`config.mk`:
```
export PLATFORM = sky130hd
export DESIGN_NAME = sram_b_port_ctrl
export DESIGN_NICKNAME = d
export VERILOG_FILES = /design/src/rtl/npu_mem_pkg.sv /design/src/rtl/sram_b_rd_fifo.sv /design/src/rtl/sram_b_port_ctrl.sv
export SDC_FILE = /design/constraint.sdc
export NUM_CORES = 1
export LEC_CHECK = 0
export CAP_MARGIN = 20
export CORE_MARGIN = 5
export CORE_UTILIZATION = 47
export DETAILED_ROUTE_END_ITERATION = 7
export PLACE_DENSITY = 0.8
export SLEW_MARGIN = 20
export SYNTH_ARGS = -nofsm -noshare
export SYNTH_HDL_FRONTEND = slang
export SYNTH_SLANG_ARGS = --single-unit
```
`constraint.sdc`:
```
create_clock -name clk -period 2.1 [get_ports clk]
set_input_delay 0.315 -clock clk [delete_from_list [all_inputs] [get_ports clk]]
set_output_delay 0.315 -clock clk [all_outputs]
set_load 0.03 [all_outputs]
```
`src/rtl/npu_mem_pkg.sv`:
```
// Shared memory-subsystem definitions for the NPU SRAM buffer controllers.
package npu_mem_pkg;

  localparam int SRAM_B_ADDR_W = 10;
  localparam int SRAM_B_DATA_W = 8;
  localparam int SRAM_B_DEPTH  = 1024;

  typedef enum logic [1:0] {
    ST_IDLE  = 2'd0,
    ST_WRITE = 2'd1,
    ST_READ  = 2'd2,
    ST_DONE  = 2'd3
  } sram_ctrl_state_e;

  typedef struct packed {
    logic                     write;
    logic [SRAM_B_ADDR_W-1:0] base;
    logic [SRAM_B_ADDR_W:0]   len;
  } sram_b_cmd_t;

endpackage

```
`src/rtl/sram_b_rd_fifo.sv`:
```
// Two-entry read-return FIFO; the controller's issue throttle guarantees it never overflows.
module sram_b_rd_fifo #(
  parameter int DATA_W = 8
) (
  input  logic              clk,
  input  logic              rst_n,
  input  logic              push,
  input  logic [DATA_W-1:0] push_data,
  input  logic              pop,
  output logic [DATA_W-1:0] head,
  output logic [1:0]        count
);

  logic [DATA_W-1:0] mem [2];
  logic              wr_ptr;
  logic              rd_ptr;

  always_ff @(posedge clk or negedge rst_n) begin
    if (!rst_n) begin
      count  <= 2'd0;
      wr_ptr <= 1'b0;
      rd_ptr <= 1'b0;
    end else begin
      if (push) wr_ptr <= ~wr_ptr;
      if (pop)  rd_ptr <= ~rd_ptr;
      case ({push, pop})
        2'b10:   count <= count + 2'd1;
        2'b01:   count <= count - 2'd1;
        default: count <= count;
      endcase
    end
  end

  always_ff @(posedge clk) begin
    if (push) mem[wr_ptr] <= push_data;
  end

  // Storage is not reset, so the head is forced to zero while empty.
  assign head = (count != 2'd0) ? mem[rd_ptr] : '0;

endmodule

```
`src/rtl/sram_b_port_ctrl.sv`:
```
// Burst controller for the sram_B buffer: stream writes in, stream reads out with
// backpressure, one SRAM strobe per cycle at most.
module sram_b_port_ctrl
  import npu_mem_pkg::*;
#(
  parameter int ADDR_W = SRAM_B_ADDR_W,
  parameter int DATA_W = SRAM_B_DATA_W,
  parameter int RD_LAT = 1
) (
  input  logic              clk,
  input  logic              rst_n,
  input  logic              cmd_valid,
  output logic              cmd_ready,
  input  logic              cmd_write,
  input  logic [ADDR_W-1:0] cmd_base,
  input  logic [ADDR_W:0]   cmd_len,
  input  logic              wr_valid,
  output logic              wr_ready,
  input  logic [DATA_W-1:0] wr_data,
  output logic              rd_valid,
  input  logic              rd_ready,
  output logic [DATA_W-1:0] rd_data,
  output logic              done,
  output logic              busy,
  output logic              sram_ce,
  output logic              sram_we,
  output logic [ADDR_W-1:0] sram_addr,
  output logic [DATA_W-1:0] sram_din,
  input  logic [DATA_W-1:0] sram_dout
);

  if (RD_LAT != 1) begin : g_rd_lat_check
    $error("sram_b_port_ctrl: only RD_LAT = 1 is supported");
  end

  localparam logic [ADDR_W:0] LEN_ONE = {{ADDR_W{1'b0}}, 1'b1};

  sram_ctrl_state_e  state;
  logic [ADDR_W:0]   cnt;
  logic [ADDR_W:0]   len_q;
  logic [ADDR_W-1:0] base_q;
  logic              inflight_p1;
  logic [1:0]        fifo_count;
  logic              wr_beat;
  logic              rd_issue;
  logic              pop;
  logic              last_wr;
  logic              last_pop;
  logic [2:0]        occ;
  logic [2:0]        lim;

  assign cmd_ready = (state == ST_IDLE);
  assign busy      = (state != ST_IDLE);
  assign done      = (state == ST_DONE);
  assign wr_ready  = (state == ST_WRITE);
  assign rd_valid  = (fifo_count != 2'd0);
  assign pop       = rd_valid & rd_ready;

  // Reads outstanding plus buffered may not exceed the FIFO depth after this cycle.
  assign occ      = {1'b0, fifo_count} + {2'b00, inflight_p1};
  assign lim      = 3'd2 + {2'b00, pop};
  assign wr_beat  = (state == ST_WRITE) && wr_valid;
  assign rd_issue = (state == ST_READ) && (cnt < len_q) && (occ < lim);
  assign last_wr  = wr_beat && ((cnt + LEN_ONE) == len_q);
  assign last_pop = (state == ST_READ) && pop && (fifo_count == 2'd1)
                    && !inflight_p1 && (cnt == len_q);

  assign sram_ce   = wr_beat | rd_issue;
  assign sram_we   = wr_beat;
  assign sram_addr = (wr_beat | rd_issue) ? (base_q + cnt[ADDR_W-1:0]) : '0;
  assign sram_din  = wr_beat ? wr_data : '0;

  always_ff @(posedge clk or negedge rst_n) begin
    if (!rst_n) begin
      state       <= ST_IDLE;
      cnt         <= '0;
      len_q       <= '0;
      base_q      <= '0;
      inflight_p1 <= 1'b0;
    end else begin
      // p0 -> p1: a read issued now has its data on sram_dout next cycle
      inflight_p1 <= rd_issue;
      case (state)
        ST_IDLE: begin
          if (cmd_valid) begin
            base_q <= cmd_base;
            len_q  <= cmd_len;
            cnt    <= '0;
            if (cmd_len == '0) state <= ST_DONE;
            else if (cmd_write) state <= ST_WRITE;
            else state <= ST_READ;
          end
        end
        ST_WRITE: begin
          if (wr_beat) cnt <= cnt + LEN_ONE;
          if (last_wr) state <= ST_DONE;
        end
        ST_READ: begin
          if (rd_issue) cnt <= cnt + LEN_ONE;
          if (last_pop) state <= ST_DONE;
        end
        default: state <= ST_IDLE;
      endcase
    end
  end

  sram_b_rd_fifo #(
    .DATA_W (DATA_W)
  ) u_rd_fifo (
    .clk       (clk),
    .rst_n     (rst_n),
    .push      (inflight_p1),
    .push_data (sram_dout),
    .pop       (pop),
    .head      (rd_data),
    .count     (fifo_count)
  );

endmodule

```
Yosys cells after proc, flatten, opt, wreduce, memory -nomap -nowiden
Memories as Yosys holds them, arrays and structs flattened. Cells that the tools add are included.

Flip-flop bits (word level): 39. Bits in writable memories: 16. Input port bits: 43. Memories: 1.

Add/subtract/negate cells: 6. Magnitude comparators: 2. Eq/ne operators: 13. Multiplexer cells: 16. Bitwise gates (word level): 4. Reduce and logical (&&, ||, !) cells: 18.

Memories: u_rd_fifo.mem (words 2, width 8, rd ports 1, clocked after memory_dff 0, wr ports 1, line sram_b_rd_fifo.sv:14) `logic [DATA_W-1:0] mem [2];`.

Operators by type and width (count): 11-bit two-way mux (3); 11-bit one-hot mux with 3 select lines (1); 11-bit == test (2); 8-bit two-way mux (2); 11-bit by 1-bit adder with 11-bit output, second input constant (1); 11-bit logical NOT (1); 11-bit < comparator (1); 10-bit adder (1); 10-bit two-way mux (1); 2-bit two-way mux (5); 1-bit logical AND (8); 2-bit by 1-bit == test with 1-bit output, second input constant (3); 2-bit == test, second input constant (3); 2-bit != test, second input constant (3); 2-bit one-hot mux with 3 select lines (1); 2-bit nonzero test (3); 2-bit by 1-bit != test with 1-bit output, second input constant (2); 2-bit one-hot mux with 2 select lines (1); 4-bit AND reduction (1); 2-bit by 1-bit adder with 3-bit output (1); 2-bit by 1-bit adder with 3-bit output, first input constant (1); 3-bit < comparator (1); 3-bit AND reduction (1); 3-bit nonzero test (1); 9 further kinds (11).

Longest topological paths before layout
Gate-level depths: netlist of run 1.

Depth after elaboration: 8. Gate-level depth with buffers: 11. Mapped depth without buffers: 10.

Modules after synthesis
A second synthesis of run 1 with hierarchy kept.

Cell total of the unflattened synthesis: 347. Area total of the unflattened synthesis: 3533.4 µm².

Modules (own cells, without submodules): sram_b_port_ctrl (times used 1, cells an instance 299, area each 2757.6 µm², sequential area each 875.8 µm²); sram_b_rd_fifo (times used 1, cells an instance 48, area each 775.7 µm², sequential area each 580.6 µm²).

Worst setup path before layout of run 1
No wires, ideal clock.

Path type: flip-flop to output port. From: reg u_rd_fifo.count[0]. To: out sram_addr[2]. Arrival time: 2456 ps. Data required time: 1785 ps. Setup slack: -671 ps. Cell stages (with the launch flop): 11. Path buffers: 1. Cells stage by stage: dfrtp_1 inv_1 ha_1 clkbuf_1 inv_1 nand2_1 o21ai_0 and4_1 o21a_1 nor2_1 nor3_1.

Cells in the longest elaborated chain, start to end: 7. Elaborated cells between the ends (all ways): 8.

Ends and longest elaborated chain: start, declared (line sram_b_rd_fifo.sv:11) `output logic [1:0] count`; start signal, assigned (line sram_b_rd_fifo.sv:27) `2'b10: count <= count + 2'd1;`; start signal, assigned (line sram_b_rd_fifo.sv:28) `2'b01: count <= count - 2'd1;`; start signal, assigned (line sram_b_rd_fifo.sv:29) `default: count <= count;`; 2-bit nonzero test (line sram_b_port_ctrl.sv:56) `assign rd_valid = (fifo_count != 2'd0);`; named net rd_valid (line sram_b_port_ctrl.sv:20) `output logic rd_valid,`; 1-bit AND (line sram_b_port_ctrl.sv:57) `assign pop = rd_valid & rd_ready;`; 2-bit by 1-bit adder with 3-bit output (line sram_b_port_ctrl.sv:61) `assign lim = 3'd2 + {2'b00, pop};`; 3-bit < comparator (line sram_b_port_ctrl.sv:63) `assign rd_issue = (state == ST_READ) && (cnt < len_q) && (occ < lim);`; 1-bit logical AND (line sram_b_port_ctrl.sv:63); named net rd_issue (line sram_b_port_ctrl.sv:45) `logic rd_issue;`; 1-bit bitwise OR (line sram_b_port_ctrl.sv:70) `assign sram_addr = (wr_beat | rd_issue) ? (base_q + cnt[ADDR_W-1:0]) : '0;`; 10-bit two-way mux (line sram_b_port_ctrl.sv:70); end, declared (line sram_b_port_ctrl.sv:27) `output logic [ADDR_W-1:0] sram_addr,`.

The timed path passes the listed nets, and every way through them passes these cells.

Worst setup path after layout of run 1
From: reg cnt[1]. To: out sram_addr[9].

Cells in the longest elaborated chain, start to end: 5. Elaborated cells between the ends (all ways): 6.

Ends and longest elaborated chain: start, declared (line sram_b_port_ctrl.sv:39) `logic [ADDR_W:0] cnt;`; start signal, assigned (line sram_b_port_ctrl.sv:95) `if (wr_beat) cnt <= cnt + LEN_ONE;`; start signal, assigned (line sram_b_port_ctrl.sv:99) `if (rd_issue) cnt <= cnt + LEN_ONE;`; 11-bit < comparator (line sram_b_port_ctrl.sv:63); 1-bit logical AND (2 in a row) (line sram_b_port_ctrl.sv:63); 1-bit bitwise OR (line sram_b_port_ctrl.sv:70); 10-bit two-way mux * (line sram_b_port_ctrl.sv:70).

Every way passes the cells marked *; elsewhere a longest branch is shown, timed or not.

==> metrics.cfg, run 1 <==
[die]
dieArea_um2=9440
die_w_um=97.1
start_util_pct=48.7
pin_count=76
core-area_um2=7330
rows=31
die_h_um=97.1

[global_route]
grt_pass1_vias=3494
grt_pass1_wl_um=16400
grt_antenna_before_repair=1
grt_overflow_total=0
grt_usage_pct=21.2
grt_max_degree=22

[synthesis]
synth-edff-count=16
ys.warnings.count=0
synth_cells=349
postSynthAreaPerCell_um2=10.2
synth_flop_cell=dfrtp_1
synth_top_area_cell=dfrtp_1
ys_types=56
synth.net_count=423
synth_area_leaders=dfrtp_1 27%, edfxtp_1 13%, ha_1 11%
syn_area_um2=3570
synth_seq_cells=55
yosysSeqAreaShare_pct=40.8
async_flop_share_pct=70.9
synth.top_cell.area_share_pct=27.3

[finish]
drive_gt1_share_pct=39.2
area_growth_syn_to_layout_pct=53.0
stdcell_count=602
fin_util_pct=74.5
fill_cells=509
nets=575

[placed_design]
place_inst=578
gp_congestion=0.983
io_buffer_count=75
hpwl_um=7450

[sta]
layout_setup_ws_ns=-0.646
finClkSkew_ns=0.00529
setup_violations=24
hold_viol=0
min_period_over_period_pct=131
relSlewSlack_pct=55.7
worst_pin_slew_ns=0.662
period_minus_slack_ns=2.75
rsz0062_at_grt=true
report.final.slew_viol_count=0
fmax_mhz=364

[drt]
vias=3245
wirelength_um=10200
drc=0
via_per_inst=5.39
first_iter_violations=160
avgRoutedWirePerCell_um=16.9
drtAntennaViolNets=0
dr.pass1.iters=4

[hold_path]
min_from=u_rd_fifo.wr_ptr
min_to=u_rd_fifo.wr_ptr
min_path_cells=1
hp-class=reg2reg

[worst_setup_path]
worst-r2r-cell-count=10
worstSetupPathType=reg2out
crit_path_max_fanout=4
start_kind=register
r2r-end=state[0]
critPathRequiredTime_ns=1.78
r2r_start=cnt[1]
cp.arrival_ns=2.43
r2r_setup_slack_ns=-0.43
end_kind=primary output

[outcome]
violations=negative setup slack
status=finished, violations left

[cts]
cts_made_buffers=5
clock-root-buffer=clkbuf_8
cts_tree=built
cts_buffer_depth=2
clock_latency_ns=0.32
cts_sinks=55
htree_levels=2
path_clk_slew_ns=0.10

[pwr]
power.leakage_uw=0.00250
powerDensity_nw_per_um2=469
ir_drop_uv=309

[run]
drv_cap=0

==> report_power, final <==
part           internal, uW  leakage [uW]  switching (uW)  total (uW)
sequential             1130      0.000637            54.8        1190
clock                   240     0.0000408             381         621
combinational           351       0.00183             401         752
total                  1720       0.00250             837        2560
==> cell usage in the layout, fill, tap and decap left out, types with 4 or more instances in the layout <==
| cell type | n |
|---|---|
| nand2b_1 | 5 |
| mux2_2 | 21 |
| and3_1 | 10 |
| dlygate4sd2_1 | 5 |
| o21ai_2 | 6 |
| nor2_4 | 6 |
| ha_1 | 24 |
| xnor2_1 | 18 |
| buf_6 | 15 |
| xor2_1 | 5 |
| clkdlybuf4s15_1 | 4 |
| ha_4 | 4 |
| nor2_1 | 17 |
| mux2i_1 | 9 |
| buf_4 | 83 |
| o21ai_0 | 15 |
| clkbuf_8 | 5 |
| edfxtp_1 | 16 |
| dfrtp_1 | 35 |
| a21oi_1 | 7 |
| dfrtp_2 | 4 |
| a21o_1 | 7 |
| inv_1 | 24 |
| nand3_1 | 10 |
| clkdlybuf4s50_1 | 41 |
| nand2_1 | 15 |
==> cell type report <==
cell class,count,area (um^2),share of cell area (%)
Multi-Input combinational cell,251,2240,41.0
Sequential cell,55,1460,26.8
Timing Repair Buffer,158,1410,25.9
Inverter,30,126,2.31
Tap cell,99,124,2.27
Clock buffer,5,68.8,1.26
Clock inverter,3,23.8,0.435
Antenna cell,1,2.50,0.0458
==> per-stage QoR <==
stage	setup TNS, ns	hold WS (ns)	area, um^2	total power, uW	setup WS, ns
finish	-8.76	0.496	5460	2560	-0.646
CTS	-6.47	0.489	5350	2580	-0.565
global placement	-5.39	0.296	5010	2000	-0.347
detailed placement	-6.97	0.302	5010	2030	-0.408
floorplan	-1.21	0.0194	3750	1640	-0.246
global route	-10.88	0.523	5460	2700	-0.721
==> synthesized netlist by cell type, types with 2 or more instances <==
cell and number:
a211oi_1 3, a21o_1 7, a21oi_1 10, a22o_1 2
and2_1 2, and3_1 10, and4_1 2, clkbuf_1 12
dfrtp_1 39, edfxtp_1 16, ha_1 30, inv_1 30
mux2_2 21, mux2i_1 9, nand2_1 15, nand2b_1 5
nand3_1 10, nand3b_1 2, nand4_1 2, nor2_1 24
nor2b_1 5, nor3_1 5, nor3b_1 2, nor4_1 2
o211ai_1 2, o21ai_0 24, o21bai_1 2, o311ai_0 2
or4_1 2, xnor2_1 21, xor2_1 6
==> layer usage <==
metal  global-route usage (%)  up-vias  routed length [um]  share of wire (%)
li1                         -     1540                   -                  -
met2                     39.1      102                5450                 54
met5                        0        -                   0                  0
met3                     3.73       22                 466                4.6
met1                     23.8     1581                3960                 39
met4                     9.07        0                 274                2.7
==> how the worst max path moves through the flow <==
| stage | start | to | slack, ns | cells after the start |
|---|---|---|---|---|
| after floorplan | cnt[0] | sram_addr[8] | -0.25 | 10 |
| after global placement | cnt[1] | sram_addr[2] | -0.35 | 9 |
| after detailed placement | cnt[1] | sram_addr[2] | -0.41 | 9 |
| after CTS | cnt[8] | sram_addr[2] | -0.56 | 10 |
| after global routing | cnt[1] | sram_addr[9] | -0.72 | 9 |
| final | cnt[1] | sram_addr[9] | -0.65 | 9 |
==> flip-flops by register name, indices dropped and copies added, names as in the netlist <==
register,count
u_rd_fifo.rd_ptr,1
base_q,10
u_rd_fifo.wr_ptr,1
cnt,11
state,2
u_rd_fifo.count,2
u_rd_fifo.mem,16
len_q,11
inflight_p1,1
==> worst max-delay path, stage by stage (launching register included) <==
cell and delay [ns]:
dfrtp_2 0.46, buf_12 0.14, ha_4 0.22, a21o_1 0.17, a21o_1 0.18, a21oi_2 0.20, o21ai_2 0.11, nor3b_1 0.15
o32a_2 0.34, buf_6 0.14
==> cell families after synthesis <==
family	Yosys count	share of synthesized area [%]
multiplexers	31	9.57
flip-flops	55	40.8
adder cells (fa/ha/maj)	32	11.4
AND/OR/NAND/NOR	97	14.9
AO/OA/AOI/OAI	64	12.2
buffers and inverters	43	4.56
XOR/XNOR	27	6.63
==> repair_timing <==
item | in CTS | in global routing
resized for setup | 53 | 17
setup buffers | 9 | 4
endpoints found under the hold margin | 18 | 0
cloned | 0 | 1
hold buffers | 1 | 0
pin swaps | 19 | 12
setup endpoints to repair | 36 | 32
No activity file was read; power rests on OpenSTA's default activity.
==> run 2: changes to the inputs <==
--- a/config.mk
+++ b/config.mk
@@ -9,6 +9,7 @@
 export CORE_MARGIN = 5
 export CORE_UTILIZATION = 47
 export DETAILED_ROUTE_END_ITERATION = 7
+export HOLD_SLACK_MARGIN = 0.1
 export PLACE_DENSITY = 0.8
 export SLEW_MARGIN = 20
 export SYNTH_ARGS = -nofsm -noshare
==> results of run 2 <==
No change in the layout: final DEF, timing and power equal those of run 1.
